==> src/rtl/alu.sv <==
// 32-bit execute-stage ALU: add/sub/and/or/sll/sra with registered result and compare flags.
// Optional ALU_SRL_EN macro enables opcode 00110 as logical right shift.
module alu (
  input  logic        clock,
  input  logic        reset,
  input  logic [31:0] data_operandA,
  input  logic [31:0] data_operandB,
  input  logic [4:0]  ctrl_ALUopcode,
  input  logic [4:0]  ctrl_shiftamt,
  output logic [31:0] data_result,
  output logic        isNotEqual,
  output logic        isLessThan,
  output logic        overflow
);

  typedef enum logic [4:0] {
    OP_ADD = 5'b00000,
    OP_SUB = 5'b00001,
    OP_AND = 5'b00010,
    OP_OR  = 5'b00011,
    OP_SLL = 5'b00100,
    OP_SRA = 5'b00101,
    OP_SRL = 5'b00110
  } op_e;

  logic [31:0] sum, diff;
  logic        add_ovf, sub_ovf;

  logic [31:0] result_d, result_q;
  logic        ne_d, ne_q;
  logic        lt_d, lt_q;
  logic        ovf_d, ovf_q;

  assign sum     = data_operandA + data_operandB;
  assign diff    = data_operandA + ~data_operandB + 32'd1;
  assign add_ovf = (data_operandA[31] == data_operandB[31]) && (sum[31]  != data_operandA[31]);
  assign sub_ovf = (data_operandA[31] != data_operandB[31]) && (diff[31] != data_operandA[31]);

  // Compare flags come from the subtractor every cycle, whatever the opcode.
  assign ne_d = |diff;
  assign lt_d = diff[31] ^ sub_ovf;

  always_comb begin
    // NOTE: defaults first so every path assigns every output; no latches.
    result_d = '0;
    ovf_d    = 1'b0;
    case (ctrl_ALUopcode)
      OP_ADD: begin
        result_d = sum;
        ovf_d    = add_ovf;
      end
      OP_SUB: begin
        result_d = diff;
        ovf_d    = sub_ovf;
      end
      OP_AND: result_d = data_operandA & data_operandB;
      OP_OR:  result_d = data_operandA | data_operandB;
      OP_SLL: result_d = data_operandA << ctrl_shiftamt;
      OP_SRA: result_d = $signed(data_operandA) >>> ctrl_shiftamt;
`ifdef ALU_SRL_EN
      OP_SRL: result_d = data_operandA >> ctrl_shiftamt;
`endif
      default: result_d = '0;
    endcase
  end

  always_ff @(posedge clock) begin
    // NOTE: non-blocking assignments for all state so every register sees pre-edge values.
    if (reset) begin
      result_q <= '0;
      ne_q     <= 1'b0;
      lt_q     <= 1'b0;
      ovf_q    <= 1'b0;
    end else begin
      result_q <= result_d;
      ne_q     <= ne_d;
      lt_q     <= lt_d;
      ovf_q    <= ovf_d;
    end
  end

  assign data_result = result_q;
  assign isNotEqual  = ne_q;
  assign isLessThan  = lt_q;
  assign overflow    = ovf_q;

endmodule

==> config.mk <==
export PLATFORM = sky130hd
export DESIGN_NAME = alu
export DESIGN_NICKNAME = d
export VERILOG_FILES = /design/src/rtl/alu.sv
export SDC_FILE = /design/constraint.sdc
export NUM_CORES = 1
export LEC_CHECK = 0
export ABC_AREA = 0
export BUFFER_PORTS_ARGS = -buffer_cell sky130_fd_sc_hd__buf_2
export CAP_MARGIN = 20
export CORE_MARGIN = 4
export CORE_UTILIZATION = 55
export DETAILED_ROUTE_END_ITERATION = 7
export PLACE_DENSITY = 0.75
export SLEW_MARGIN = 5
export SYNTH_ARGS = -nofsm -noshare
export SYNTH_HDL_FRONTEND = slang
export SYNTH_SLANG_ARGS = --single-unit
==> constraint.sdc <==
create_clock -name clock -period 10.3 [get_ports clock]
set_input_delay 0.515 -clock clock [delete_from_list [all_inputs] [get_ports clock]]
set_output_delay 0.515 -clock clock [all_outputs]
set_load 0.01 [all_outputs]
==> flow_summary.toml <==
[flow_run]
drv_cap = 0

[logic_synthesis]
postSynthAreaPerCell_sq_um = 7.16
synth.distinct_cells = 88
synth-edff-count = 0
ys.flop_type = "dfxtp_1"
seq_area_frac_synth = 0.0747
netlist_instances = 1310
ys_ff_latch = 35
synthArstFlopShare = 0
yosys_warnings = 0
syn_area_sq_um = 9390
syn_nets = 1493

[sta]
finalSetupViolCount = 0
layout_setup_ws_ps = 4830
hold_viol = 0
worst_slew_pin_slew_ps = 1100
max_slew_margin = 0.264
rsz0062_at_grt = "no"
fin_setup_tns_ps = 0
max_freq_ghz = 0.183
min_period_over_period = 0.531
holdWs_ps = 474
layout_min_cycle_time_ps = 5470
final-max-slew-violation-count = 0

[finish]
antenna_cells = 0
nets = 1530
drive_above_1_share = 0.139
final_cells = 1568
final_common_cell = "nor2_1"
n_fill_cell = 1559
final_cell_mix = "nor2_1 (141), a21oi_1 (125), mux2i_1 (119), inv_1 (111), buf_2 (111)"
areaGrowthSynthToFinish_pct = 6.89

[place]
dp_hpwl_mm = 27.7
routabilityCongestion = 1.00
pre_cts_ws_ps = 4640
dp_cells = 1560
io_buffers = 110

[floorplanning]
die_w_um = 139
ioPinCount = 111
core-area_sq_um = 16600
die-height_um = 139
fp-row-count = 47
initial_core_util = 0.564
dieArea_sq_um = 19200

[worst_setup_path]
crit_top_cell = "a21oi_1"
critPathMaxFanout = 6
crit_arrival_ps = 5650
max_stage_delay_ps = 580
path_buf_inv = 2
end_kind = "flop"
crit_path_start_kind = "primary input"
worstSetupPathType = "primary input to flop"
worstPathRequired_ps = 10490
crit_family = "compound AO/OA/AOI/OAI gates"
slowest_stage = "a2111oi_2"
path_cells = "buf_2 > inv_1 > ha_1 > or2_1 > a211o_1 > a2111oi_2 > o21ai_1 > a21oi_1 > a21oi_1 > a221oi_1 > o21ai_0 > a21oi_1 > nor2_1 > fa_1 > nand4b_1 > a21oi_1 > nand4b_1 > nor4_1 > nand4b_1 > nor3b_1 > and4_1 > a31oi_1"

[power]
powerDensity_nw_per_um2 = 83.5
pwr-share-seq = 0.164
p_int_mw = 0.424
p_leak_nw = 4.58
pwr-share-comb = 0.622
sw_frac_of_total = 0.493
vdd.ir_drop.worst_v = 0.0000618
switchingPower_mw = 0.413
clock_power_share = 0.214

[grt]
track_usage = 0.351
grt.overflow.total = 0
grt_pass1_vias = 9348
grt_pass1_wl_mm = 54.1
grt_max_degree = 94
antenna_found_initial = 1

[detailed_routing]
routed_wirelength_mm = 35.8
drt_iter0_drc = 1152
num_vias = 10400
firstDrtPassIters = 7
drc = 0
viasPerCell = 6.64
wire_per_inst_um = 22.8
ant_nets = 0

[run_status]
outcome = "finished, final reports clean"

[clocking]
cts.repair.resized = 0
numCtsBuffers = 5
htree_levels = 2
clock-root-buffer = "clkbuf_16"
cts_tree = "done"
clkSinkCount = 35
cts.clk_slew.worst_paths_ps = 60
cts_hold_buffers = 0
cts_max_path_buffers = 2
postCtsSetupRepairBufs = 0

[hold_path]
hp-class = "primary input to flop"
## per-stage QoR
| step | area, sq um | utilization | power (mW) |
|---|---|---|---|
| 2_1_floorplan | 9390 | - | 0.501 |
| 3_3_place_gp | 9870 | 0.593 | 0.643 |
| 3_5_place_dp | 9880 | 0.593 | 0.643 |
| 4_1_cts | 10000 | 0.603 | 0.825 |
| 5_1_grt | 10000 | 0.603 | 0.880 |
| 6_report | 10000 | 0.603 | 0.837 |
## layout make-up
type,count,area [sq um],area share
Clock buffer,8,156,0.0156
Multi-Input combinational cell,1066,7830,0.780
Timing Repair Buffer,121,631,0.0629
Inverter,118,443,0.0442
Tap cell,220,275,0.0274
Sequential cell,35,701,0.0698
## metal layers
layer | up-vias | wire length (um) | track usage
li1 | 4782 | - | -
met2 | 647 | 15400 | 0.532
met1 | 4873 | 14700 | 0.482
met4 | 2 | 1670 | 0.140
met5 | - | 24 | 0
met3 | 107 | 4030 | 0.0807
## sequential cells by signal (all words and copies together) (netlist names)
register / count
data_result: 32
overflow: 1
isNotEqual: 1
isLessThan: 1
## power by group through the flow
stage / clock (mW) / combinational, mW / sequential [mW]
after CTS: 0.183 / 0.505 / 0.137
after global placement: 0 / 0.502 / 0.141
final: 0.179 / 0.521 / 0.137
after global routing: 0.186 / 0.556 / 0.138
after floorplan: 0 / 0.359 / 0.142
after detailed placement: 0 / 0.502 / 0.141
## logic make-up (layout without fill, tap and decap cells)
family,Yosys count,after routing,synth area share
buffers and inverters,209,247,0.0923
AOI/OAI and AO/OA,411,411,0.296
xor gates and xnor gates,48,48,0.0448
adders and majority gates,107,107,0.145
muxes,141,141,0.171
DFF,35,35,0.0747
and+or+nand+nor,359,359,0.176
## worst paths after layout
path / from / to / slack (ps) / cells past startpoint
setup / recovery: data_operandA[1] / isNotEqual$_SDFF_PP0_ / 4830 / 22
hold / removal: reset / isLessThan$_SDFF_PP0_ / 470 / 2
## synthesized netlist by cell type, drive strengths merged (10+ instances only)
cell type | instances | area share
a211oi | 13 | 0.011
a21o | 11 | 0.0088
a21oi | 126 | 0.068
a221oi | 23 | 0.023
a22oi | 10 | 0.010
a31oi | 17 | 0.013
buf | 49 | 0.028
clkbuf | 42 | 0.017
dfxtp | 35 | 0.075
ha | 104 | 0.14
inv | 116 | 0.046
mux2i | 119 | 0.13
mux4 | 15 | 0.036
nand2 | 92 | 0.037
nand2b | 17 | 0.011
nand3 | 17 | 0.0091
nor2 | 141 | 0.056
nor2b | 16 | 0.011
nor3 | 31 | 0.017
nor4 | 12 | 0.010
o211ai | 25 | 0.021
o21ai | 101 | 0.055
o22ai | 13 | 0.0087
o31ai | 15 | 0.017
xnor2 | 40 | 0.037
No activity file was read; power rests on OpenSTA's default activity.
